**src/rtl/pipe_pkg.sv**
```systemverilog
// Shared fetch-stage definitions: next-PC select codes, reset/bubble defaults,
// FSM state encoding and the {npc, inst} payload carried into IF/ID.
package pipe_pkg;

  localparam logic [1:0] PC_SEL_SEQ    = 2'b00;
  localparam logic [1:0] PC_SEL_BRANCH = 2'b01;
  localparam logic [1:0] PC_SEL_JUMP   = 2'b10;
  localparam logic [1:0] PC_SEL_REG    = 2'b11;

  localparam logic [31:0] RESET_PC_DEFAULT = 32'h0000_0000;
  localparam logic [31:0] NOP_INST_DEFAULT = 32'h0000_0000;

  typedef enum logic [1:0] {
    ST_IDLE,
    ST_REQ,
    ST_HOLD
  } fetch_state_t;

  typedef struct packed {
    logic [31:0] npc;
    logic [31:0] inst;
  } ifid_t;

  function automatic logic [31:0] word_align(input logic [31:0] addr);
    return {addr[31:2], 2'b00};
  endfunction

endpackage

```
**src/rtl/pipe_fetch_buf.sv**
```systemverilog
// One-entry skid buffer holding a fetched {npc, inst} while IF/ID is stalled.
// Updates on the next edge; flush beats push, push beats pop.
module pipe_fetch_buf (
  input  logic        clk_i,
  input  logic        rst_ni,
  input  logic        push_i,
  input  logic        pop_i,
  input  logic        flush_i,
  input  logic [63:0] data_i,
  output logic [63:0] data_o,
  output logic        valid_o
);

  logic [63:0] data_q, data_d;
  logic        valid_q, valid_d;

  always_comb begin
    valid_d = valid_q;
    data_d  = data_q;
    if (flush_i) begin
      valid_d = 1'b0;
    end else if (push_i) begin
      valid_d = 1'b1;
      data_d  = data_i;
    end else if (pop_i) begin
      valid_d = 1'b0;
    end
  end

  always_ff @(posedge clk_i or negedge rst_ni) begin
    if (!rst_ni) begin
      valid_q <= 1'b0;
      data_q  <= '0;
    end else begin
      valid_q <= valid_d;
      data_q  <= data_d;
    end
  end

  assign data_o  = data_q;
  assign valid_o = valid_q;

endmodule

```
**src/rtl/pipe_fetch.sv**
```systemverilog
// Fetch stage: PC/redirect logic, imem request FSM and IF/ID register; ack reaches IF/ID one edge later.
// On an ID stall one in-flight word skids into the buffer and requests pause until the stall clears.
module pipe_fetch
  import pipe_pkg::*;
#(
  parameter logic [31:0] RESET_PC = RESET_PC_DEFAULT,
  parameter logic [31:0] NOP_INST = NOP_INST_DEFAULT
) (
  input  logic        in_clk,
  input  logic        in_rst,
  input  logic        in_stall,
  input  logic [1:0]  in_pc_sel,
  input  logic [31:0] in_pc_baddr,
  input  logic [31:0] in_pc_jaddr,
  input  logic [31:0] in_rs_data,
  output logic        out_imem_req,
  output logic [31:0] out_imem_addr,
  input  logic        in_imem_ack,
  input  logic [31:0] in_imem_rdata,
  output logic [31:0] out_npc,
  output logic [31:0] out_instruction,
  output logic        out_valid
);

  fetch_state_t state_q;
  logic [31:0]  pc_q;
  logic [31:0]  npc_q;
  logic [31:0]  inst_q;
  logic         valid_q;
  logic         req_q;

  logic [31:0]  pc_plus4;
  logic [31:0]  target;
  logic         redirect;
  logic         buf_push;
  logic         buf_pop;
  logic         buf_vld;
  ifid_t        push_entry;
  ifid_t        buf_entry;

  assign pc_plus4 = pc_q + 32'd4;

  always_comb begin
    case (in_pc_sel)
      PC_SEL_BRANCH: target = word_align(in_pc_baddr);
      PC_SEL_JUMP:   target = word_align(in_pc_jaddr);
      PC_SEL_REG:    target = word_align(in_rs_data);
      default:       target = pc_plus4;
    endcase
  end

  // Only a real instruction leaving IF/ID this cycle can steer the PC.
  assign redirect = valid_q && !in_stall && (in_pc_sel != PC_SEL_SEQ);

  assign push_entry = '{npc: pc_plus4, inst: in_imem_rdata};
  assign buf_push   = (state_q == ST_REQ) && in_imem_ack && in_stall;
  assign buf_pop    = (state_q == ST_HOLD) && !in_stall && !redirect;

  pipe_fetch_buf u_buf (
    .clk_i   (in_clk),
    .rst_ni  (in_rst),
    .push_i  (buf_push),
    .pop_i   (buf_pop),
    .flush_i (redirect),
    .data_i  (push_entry),
    .data_o  (buf_entry),
    .valid_o (buf_vld)
  );

  always_ff @(posedge in_clk or negedge in_rst) begin
    if (!in_rst) begin
      state_q <= ST_IDLE;
      pc_q    <= RESET_PC;
      req_q   <= 1'b0;
      npc_q   <= 32'h0;
      inst_q  <= NOP_INST;
      valid_q <= 1'b0;
    end else begin
      case (state_q)
        ST_IDLE: begin
          state_q <= ST_REQ;
          req_q   <= 1'b1;
        end
        ST_REQ: begin
          if (redirect) begin
            // Any ack landing this cycle belongs to the wrong path and is dropped.
            pc_q    <= target;
            inst_q  <= NOP_INST;
            valid_q <= 1'b0;
          end else if (in_imem_ack) begin
            pc_q <= pc_plus4;
            if (in_stall) begin
              state_q <= ST_HOLD;
              req_q   <= 1'b0;
            end else begin
              npc_q   <= pc_plus4;
              inst_q  <= in_imem_rdata;
              valid_q <= 1'b1;
            end
          end else if (!in_stall) begin
            inst_q  <= NOP_INST;
            valid_q <= 1'b0;
          end
        end
        ST_HOLD: begin
          if (!in_stall) begin
            state_q <= ST_REQ;
            req_q   <= 1'b1;
            if (redirect) begin
              pc_q    <= target;
              inst_q  <= NOP_INST;
              valid_q <= 1'b0;
            end else begin
              npc_q   <= buf_entry.npc;
              inst_q  <= buf_entry.inst;
              valid_q <= buf_vld;
            end
          end
        end
        default: begin
          state_q <= ST_IDLE;
          req_q   <= 1'b0;
        end
      endcase
    end
  end

  assign out_imem_req    = req_q;
  assign out_imem_addr   = pc_q;
  assign out_npc         = npc_q;
  assign out_instruction = inst_q;
  assign out_valid       = valid_q;

endmodule

```
**config.mk**
```make
export PLATFORM = sky130hd
export DESIGN_NAME = pipe_fetch
export DESIGN_NICKNAME = d
export VERILOG_FILES = /design/src/rtl/pipe_pkg.sv /design/src/rtl/pipe_fetch_buf.sv /design/src/rtl/pipe_fetch.sv
export SDC_FILE = /design/constraint.sdc
export NUM_CORES = 1
export LEC_CHECK = 0
export ABC_AREA = 1
export CORE_AREA = 2 2 199 103
export CTS_BUF_LIST = sky130_fd_sc_hd__clkbuf_4
export DETAILED_ROUTE_END_ITERATION = 8
export DIE_AREA = 0 0 201 105
export HOLD_SLACK_MARGIN = 0.02
export PLACE_DENSITY = 0.78
export SKIP_LAST_GASP = 1
export SLEW_MARGIN = 5
export SYNTH_ARGS = -nofsm -noshare
export SYNTH_HDL_FRONTEND = slang
export SYNTH_SLANG_ARGS = --single-unit
```
**constraint.sdc**
```tcl
create_clock -name in_clk -period 1.6 [get_ports in_clk]
set_input_delay 0.24 -clock in_clk [delete_from_list [all_inputs] [get_ports in_clk]]
set_output_delay 0.24 -clock in_clk [all_outputs]
set_load 0.005 [all_outputs]
```
**Yosys cells after proc, flatten, opt, wreduce, memory -nomap -nowiden**

Index checks and enable logic that the tools add are counted.

- Register bits after elaboration: 165
- Output and inout port bits: 98
- Logic and storage cells: 79

- Add/subtract/negate cells: 1
- Eq/ne operators: 14
- Mux-type cells: 38
- Bitwise gates (word level): 1
- Reductions and logical operators: 17

Operators by type and width:

| cell | number |
|---|---|
| 2-to-1 mux 32 bit | 15 |
| case mux 32 bit (2 select lines) | 3 |
| case mux 32 bit (3 select lines) | 1 |
| adder 32 x 3 -> 32 bit (second input constant) | 1 |
| != test 2 bit (second input constant) | 7 |
| 2-to-1 mux 1 bit | 12 |
| 2-to-1 mux 2 bit | 4 |
| AND reduction 4 bit | 2 |
| equality test 2 bit (second input constant) | 3 |
| logical AND 1 bit | 6 |
| != test 3 bit (second input constant) | 2 |
| case mux 2 bit (3 select lines) | 1 |
| AND reduction 6 bit | 1 |
| equality test 2 x 1 -> 1 bit (second input constant) | 2 |
| nonzero test 2 bit | 2 |
| case mux 1 bit (3 select lines) | 1 |
| AND reduction 3 bit | 1 |
| nonzero test 3 bit | 1 |
| logical NOT 1 bit | 2 |
| logical NOT 2 bit | 1 |
| case mux 1 bit (2 select lines) | 1 |
| AND reduction 2 bit | 1 |
| NOT 1 bit | 1 |

**Longest topological paths before layout**

Gate-level depths: netlist of run 1.

- Word-level depth: 8
- Depth in mapped cells: 12

**Modules after synthesis**

From an unflattened synthesis of run 1, not the netlist that was laid out.

- Cell total of the unflattened synthesis: 1236
- Area total of the unflattened synthesis: 8782.2 µm²

Modules (own cells, without submodules):

| module | instances | cells each | area an instance (µm²) |
|---|---|---|---|
| pipe_fetch | 1 | 953 | 6194.7 |
| pipe_fetch_buf | 1 | 283 | 2587.5 |

**Least setup slack after synthesis of run 1**

No wires, ideal clock.

- Kind: flip-flop to flip-flop
- Start: register state_q[0]
- End: register npc_q[11], in the netlist out_npc[11]
- Arrival: 1.534 ns
- Data required time: 1.477 ns
- Path slack: -0.057 ns
- Stages on the path, launching flop included: 13
- Path buffers: 2
- Clock period less this slack: 1.657 ns
- Path through: dfrtp_1 -> inv_1 -> ha_1 -> buf_2 -> nor2_2 -> inv_1 -> nand2_2 -> inv_2 -> nand2_2 -> buf_2 -> nor2_1 -> o21ai_0 -> nand2_1

- Cells in the longest elaborated chain, start to end: 3
- Elaborated cells between the ends (all ways): 10
- Classes of those cells: eq/ne: 7; mux: 1; reduce/logical: 2

RTL lines:

| item | RTL line | source |
|---|---|---|
| start: declaration | pipe_fetch.sv:25 | `fetch_state_t state_q;` |
| start signal: assignment | pipe_fetch.sv:72 | `state_q <= ST_IDLE;` |
| start signal: assignment | pipe_fetch.sv:81 | `state_q <= ST_REQ;` |
| start signal: assignment | pipe_fetch.sv:93 | `state_q <= ST_HOLD;` |
| equality test 2 bit or equality test 2 x 1 -> 1 bit (tied branches) | pipe_fetch.sv:79 | `case (state_q)` |
| != test 2 bit (no source line) or nonzero test 2 bit (tied branches) | - |  |
| AND reduction 6 bit (no source line) | - |  |
| end signal: assignment | pipe_fetch.sv:96 | `npc_q <= pc_plus4;` |
| end signal: assignment | pipe_fetch.sv:114 | `npc_q <= buf_entry.npc;` |
| end: declaration | pipe_fetch.sv:27 | `logic [31:0] npc_q;` |

Parallel ways exist; a longest one is shown, timed or not.
A chain may end at the register's enable or synchronous reset.

**Final worst setup path of run 1**

- Start: register pc_q[10], in the netlist out_imem_addr[10]
- End: register npc_q[14], in the netlist out_npc[14]

- Cells in the longest elaborated chain, start to end: 5

RTL lines:

| item | RTL line | source |
|---|---|---|
| start: declaration | pipe_fetch.sv:26 | `logic [31:0] pc_q;` |
| start signal: assignment | pipe_fetch.sv:87 | `pc_q <= target;` |
| start signal: assignment | pipe_fetch.sv:91 | `pc_q <= pc_plus4;` |
| start signal: assignment | pipe_fetch.sv:110 | `pc_q <= target;` |
| adder 32 x 3 -> 32 bit | pipe_fetch.sv:41 | `assign pc_plus4 = pc_q + 32'd4;` |
| 2-to-1 mux 32 bit | pipe_fetch.sv:92 | `if (in_stall) begin` |
| 2-to-1 mux 32 bit | pipe_fetch.sv:90 | `end else if (in_imem_ack) begin` |
| 2-to-1 mux 32 bit | pipe_fetch.sv:85 | `if (redirect) begin` |
| case mux 32 bit (2 select lines) | pipe_fetch.sv:79 |  |

Every way passes these cells. The select of a mux whose other input is x is not followed.

==> results of run 1 <==
[worst reg2reg max path, stage by stage (launching register included)]
cell and delay [ns]:
dfrtp_1 0.45, buf_4 0.18, nand2_2 0.11, nor2_4 0.16, nand2_2 0.07, buf_4 0.16, o21ai_0 0.19, nand2_1 0.14
nor2_1 0.12, o21ai_1 0.06
[layout make-up]
type / instances / area share [%]
multi-input combinational: 925 / 34.4
timing repair buffer: 437 / 30.0
sequential: 164 / 29.1
tap: 266 / 2.36
inverter: 65 / 1.90
clock inverter: 15 / 1.36
clock buffer: 17 / 0.904
antenna: 1 / 0.0177
[cells in the final DEF (no fill, tap or decap), types with 9 or more instances in the layout]
cell type	Yosys	final
o21ai_1	10	14
inv_1	59	52
a21oi_1	105	60
dfrtp_1	164	156
nor2_4	2	28
nand2_2	7	48
buf_6	4	36
nand3_2	0	11
o21ai_0	49	41
buf_4	3	146
clkdlybuf4s50_1	0	126
buf_2	25	15
a21oi_2	1	41
nor2_2	5	31
clkbuf_4	0	17
nand3_1	63	50
nor2_1	131	79
buf_12	0	21
nand2_4	0	13
nand4_1	9	9
nand2_1	517	461
dlygate4sd2_1	0	70
[per-layer routing]
metal	vias to the layer above	part of all wire, %	track usage (%)	wire length (um)
met3	115	6.9	4.74	2350
met2	485	50	52.3	17200
li1	4645	-	-	-
met1	4901	39	36.7	13500
met4	0	3.7	11.7	1270
met5	-	0	0	0
[flip-flops by register name (all words and copies together), names as in the netlist]
name and cells:
out_imem_addr 32, out_instruction 32, out_npc 32, out_valid 1, state_q 2, u_buf.data_o 64
u_buf.valid_o 1
[final timing paths]
kind | startpoint | to | slack, ns
max in group asynchronous | in_rst | out_npc[30] | 0.88
min in group in_clk | in_imem_rdata[25] | u_buf.data_o[25] | 0.17
hold / removal | in_rst | out_instruction[26] | 0.10
setup reg to reg | out_imem_addr[10] | out_npc[14] | -0.14
hold reg to reg | u_buf.data_o[46] | u_buf.data_o[46] | 0.49
setup / recovery | out_imem_addr[10] | out_npc[14] | -0.14
[metrics by stage]
stage	cells	worst slack (ns)	hold slack, ns	setup TNS [ns]
after floorplan	1216	-0.0105	-0.0556	-0.0604
after global placement	1755	-0.284	0.195	-22.72
after detailed placement	1755	-0.353	0.194	-26.53
after CTS	1868	-0.143	0.0931	-2.66
after global routing	1890	-0.221	0.117	-14.10
final	1890	-0.141	0.101	-6.47
[power groups by stage]
stage / sequential [mW] / combinational, mW / clock [mW]
2_1_floorplan: 7.29 / 4.86 / 0
3_3_place_gp: 7.37 / 10.1 / 0
3_5_place_dp: 7.40 / 10.5 / 0
4_1_cts: 7.15 / 12.1 / 2.80
5_1_grt: 7.48 / 15.1 / 3.00
6_report: 7.28 / 14.1 / 2.83
[logic make-up after synthesis]
family / synth area share (%)
and+or+nand+nor: 33.8
AOI/OAI and AO/OA: 10.7
DFF: 47.6
buffers and inverters: 6.38
xor gates and xnor gates: 0.799
adders and majority gates: 0.581
[repair_timing]
action	CTS	global route
gates resized for setup	268	208
hold buffers	1	0
gates cloned	8	6
setup endpoints to repair	205	156
setup buffers	75	23
endpoints found under the hold margin	164	0
pin swaps	25	58
==> impl_metrics.csv, run 1 <==
group,metric,value,unit
floorplan,core-area,19200,um^2
worst_setup_path,cp_top_family,"simple AND/OR/NAND/NOR gates",
sta,tightest_slew,0.741,ns
pwr,clockPowerShare,11.7,%
floorplan,rows,36,
grt,grt_pass1_wl,49900,um
pwr,power_switching,10.4,mW
finish,area_delta_synth_final,64.0,%
clock_tree,clock_path_buffers,2,
sta,fin_skew,0.0367,ns
clock_tree,clkLatencyLatePin,0.62,ns
grt,grt_max_degree,44,
sta,worst_slack,-0.141,ns
clock_tree,clock-root-buffer,"clkbuf_4",
sta,period_needed,1.74,ns
routing,postRouteAntennaNets,0,
place,gp_congestion,0.864,
worst_setup_path,critical_path_buf_inv_count,2,
floorplan,die_h,105,um
worst_setup_path,path_depth,9,
finish,fillers,1442,
routing,viasPerCell,5.37,
pwr,power_frac_seq,30.1,%
worst_setup_path,cp_slowest_cell,"dfrtp_1",
synth,synthesis.area,8610,um^2
pwr,combPwrFrac,58.2,%
worst_setup_path,arrival,2.25,ns
grt,track_usage,29.7,%
sta,slew_headroom,50.4,%
sta,grt_setup_unrepaired,"yes",
min_path,holdCritPathClass,"primary input to asynchronous set/reset pin",
pwr,power,24.2,mW
sta,fmax,0.574,GHz
synth,ys_seq_area_share,47.6,%
routing,detail_route.first_pass.iterations,7,
grt,antenna_found_initial,1,
finish,multiInputGateArea,4850,um^2
synth,synth_edf_count,0,
synth,avgSynthCellArea,7.08,um^2
sta,setup_viol,116,
status,status,"complete, but fails checks",
clock_tree,cts_tree,"yes",
status,violations,"negative setup slack",
clock_tree,h-tree-depth,4,
pwr,switching_share,43.1,%
synth,post-synth-top-area-cell,"dfrtp_1",
synth,synth.most_common_cell,"nand2_1",
routing,vias,10100,
place,post_dp_cell_area,11900,um^2
place,port_buffers,225,
sta,hold_violations,0,
worst_setup_path,worst_setup_path_end_kind,"flip-flop",
synth,yosysUniqueCellTypes,29,
finish,finalNetCount,1748,
finish,fin_util,73.4,%
synth,syn-instance-count,1216,
pwr,ir_worst_vdd,0.000844,V
worst_setup_path,crit_path_max_fanout,3,
clock_tree,clkTransAtPathRegs,0.19,ns
worst_setup_path,crit_required,2.11,ns
floorplan,die_w,201,um
grt,grt_pass1_vias,9941,
synth,yosys-top-cells-area,"dfrtp_1, nand2_1, a21oi_1, nor2_1, nand3_1",
synth,synth_ff_type,"dfrtp_1",
worst_setup_path,critical_path.startpoint_type,"flip-flop",
synth,syn-num-nets,1354,
floorplan,start_util,44.8,%
grt,grt.overflow.total,0,
routing,drc_errors,0,
finish,drive_gt1_share,29.6,%
place,place.detailed.hpwl,21000,um
synth,async_reset_ff_share,100,%
finish,design_area,14100,um^2
worst_setup_path,reg2reg_depth,9,
finish,regArea,4110,um^2
run,maxCapViolCount,0,
floorplan,dieArea,21100,um^2
routing,wire_per_inst,18.1,um
synth,yosys.area.top_type_share,47.6,%
pwr,powerDensity,1710,nW/um^2
sta,min_period_over_period,109,%
sta,slew_viol_final,0,
pwr,leakage,6.97,nW
pwr,p_int,13.8,mW
worst_setup_path,slowest_delay,0.45,ns
synth,yosys-top-cells-count,"nand2_1, dfrtp_1, nor2_1, a21oi_1, nand3_1",
floorplan,io_pins,232,
clock_tree,clock-sinks,164,
synth,synth_seq_cells,164,
worst_setup_path,crit_chain,"buf_4 -> nand2_2 -> nor2_4 -> nand2_2 -> buf_4 -> o21ai_0 -> nand2_1 -> nor2_1 -> o21ai_1",
synth,ys_warn_count,0,
clock_tree,cts_buffers,17,
routing,drt_iter0_drc,842,
worst_setup_path,critical_path_class,"flip-flop to flip-flop",
routing,drt-total-wl,34300,um
No activity file was read; power rests on OpenSTA's default activity.
==> run 2: changes to the inputs <==
--- a/config.mk
+++ b/config.mk
@@ -6,13 +6,12 @@
 export NUM_CORES = 1
 export LEC_CHECK = 0
 export ABC_AREA = 1
-export CORE_AREA = 2 2 199 103
+export CORE_AREA = 2 2 197 102
 export CTS_BUF_LIST = sky130_fd_sc_hd__clkbuf_4
 export DETAILED_ROUTE_END_ITERATION = 8
-export DIE_AREA = 0 0 201 105
+export DIE_AREA = 0 0 199 104
 export HOLD_SLACK_MARGIN = 0.02
-export PLACE_DENSITY = 0.78
-export SKIP_LAST_GASP = 1
+export PLACE_DENSITY = 0.79
 export SLEW_MARGIN = 5
 export SYNTH_ARGS = -nofsm -noshare
 export SYNTH_HDL_FRONTEND = slang
==> impl_metrics.csv, run 2 (synthesis gave the netlist of run 1 again) <==
group,metric,value,unit
grt,grt_pass1_wl,55300,um
sta,fin_skew,0.0313,ns
pwr,power,28.2,mW
routing,drt_iter0_drc,1340,
grt,track_usage,35.6,%
clock_tree,cts_buffers,17,
finish,final_common_cell,"nand2_1",
clock_tree,clock-sinks,164,
grt,grt_max_degree,52,
clock_tree,clock-root-buffer,"clkbuf_4",
routing,drt-total-wl,41300,um
sta,hold_violations,0,
pwr,ir_worst_vdd,0.000719,V
worst_setup_path,arrival,2.46,ns
status,violations,"negative setup slack",
routing,viasPerCell,5.63,
sta,slew_viol_final,0,
status,status,"complete, but fails checks",
worst_setup_path,critical_path.startpoint_type,"flip-flop",
routing,postRouteAntennaNets,0,
pwr,leakage,7.54,nW
clock_tree,clock_path_buffers,2,
finish,area_delta_synth_final,79.5,%
floorplan,rows,36,
finish,finalNetCount,1807,
floorplan,start_util,45.2,%
clock_tree,clkLatencyLatePin,0.62,ns
place,pre_cts_ws,-0.554,ns
place,port_buffers,225,
place,place.detailed.hpwl,24600,um
sta,finalHoldWorstSlack,0.104,ns
routing,drc_errors,0,
sta,fin_tns_setup,-12.29,ns
routing,wire_per_inst,21.2,um
routing,detail_route.first_pass.iterations,6,
sta,worst_slack,-0.300,ns
routing,vias,11000,
sta,setup_viol,109,
place,gp_congestion,0.966,
worst_setup_path,worst_setup_path_end_kind,"flip-flop",
finish,largest_reg_flops,64,
grt,grt.overflow.total,0,
finish,fillers,1193,
worst_setup_path,crit_path_max_fanout,5,
sta,slew_headroom,65.3,%
grt,antenna_found_initial,1,
grt,grt_pass1_vias,9855,
finish,final_cell_mix,"nand2_1, buf_4, dfrtp_1",
sta,grt_setup_unrepaired,"yes",
floorplan,die_h,104,um
floorplan,io_pins,232,
pwr,powerDensity,1820,nW/um^2
run,maxCapViolCount,0,
clock_tree,clkTransAtPathRegs,0.16,ns
sta,tightest_slew,0.518,ns
floorplan,core-area,19100,um^2
finish,fin_util,81.1,%
floorplan,dieArea,20700,um^2
sta,fmax,0.526,GHz
sta,min_period_over_period,119,%
worst_setup_path,critical_path_class,"flip-flop to flip-flop",
floorplan,die_w,199,um
worst_setup_path,crit_required,2.16,ns
clock_tree,h-tree-depth,4,
finish,drive_gt1_share,36.7,%
min_path,holdCritPathClass,"primary input to asynchronous set/reset pin",
sta,period_needed,1.90,ns
clock_tree,cts_tree,"yes",
## run 2: changes by cell type in the layout (fill, tap and decap cells not counted), moves of 11 or more
cell      before  now
nand2_2       48   69
nand2_1      461  427
nor2_4        28   44
o21ai_0       41   28
buf_4        146  160
buf_6         36   68
nand2_4       13   26
clkbuf_2       2   13
## run 2: what timing repair did
| item | in CTS | in global routing |
|---|---|---|
| endpoints found under the setup margin | 205 | 180 |
| gates cloned | 15 | 10 |
| hold endpoints to repair | 164 | 0 |
| hold buffers | 1 | 0 |
| gates resized for setup | 388 | 284 |
| pin swaps | 52 | 91 |
| setup buffers | 92 | 33 |
## run 2: critical path: stages (launching register included)
cell and delay (ns):
dfrtp_1 0.47, inv_2 0.12, ha_4 0.18, nor2_4 0.06, buf_6 0.11, a21oi_4 0.20, inv_4 0.09, buf_6 0.15
buf_16 0.14, nor2_2 0.13, nand2_1 0.08, nand2_1 0.10
## run 2: final timing paths
path | startpoint | end | slack (ns) | cells past startpoint
worst max-delay path | state_q[1] | out_imem_addr[21] | -0.30 | 11
worst min-delay path | in_rst | out_npc[18] | 0.10 | 2
worst max register to register | state_q[1] | out_imem_addr[21] | -0.30 | 11
worst min register to register | out_npc[26] | out_npc[26] | 0.50 | 2
max in group asynchronous | in_rst | out_instruction[6] | 0.85 | 3
min in group in_clk | in_imem_rdata[22] | u_buf.data_o[22] | 0.18 | 3
## run 2: stage by stage
step | std cells | cell area [um^2]
floorplan | 1216 | 8640
global placement | 1779 | 12100
detailed placement | 1779 | 12100
CTS | 1918 | 14300
global route | 1948 | 15500
finish | 1949 | 15500
## run 2: routing by layer
metal	up-vias	GRT usage [%]	part of all wire [%]
li1	4774	-	-
met4	2	12.4	4.1
met1	5241	50.6	40
met2	799	50.4	43
met5	-	2.47	0.097
met3	148	11.7	13
## run 2: report_power, final
group	switching (mW)	leakage, nW	internal (mW)	total [mW]
sequential	1.22	2.02	6.07	7.29
combinational	9.29	5.32	8.37	17.7
clock	1.78	0.199	1.47	3.25
## run 2: cell type report
type	count	area, um^2	area share [%]
antenna	1	2.50	0.0162
clock buffer	18	135	0.874
multi-input combinational	926	5310	34.3
tap	266	333	2.15
clock inverter	14	246	1.59
timing repair buffer	495	5040	32.6
sequential	164	4120	26.6
inverter	65	273	1.76
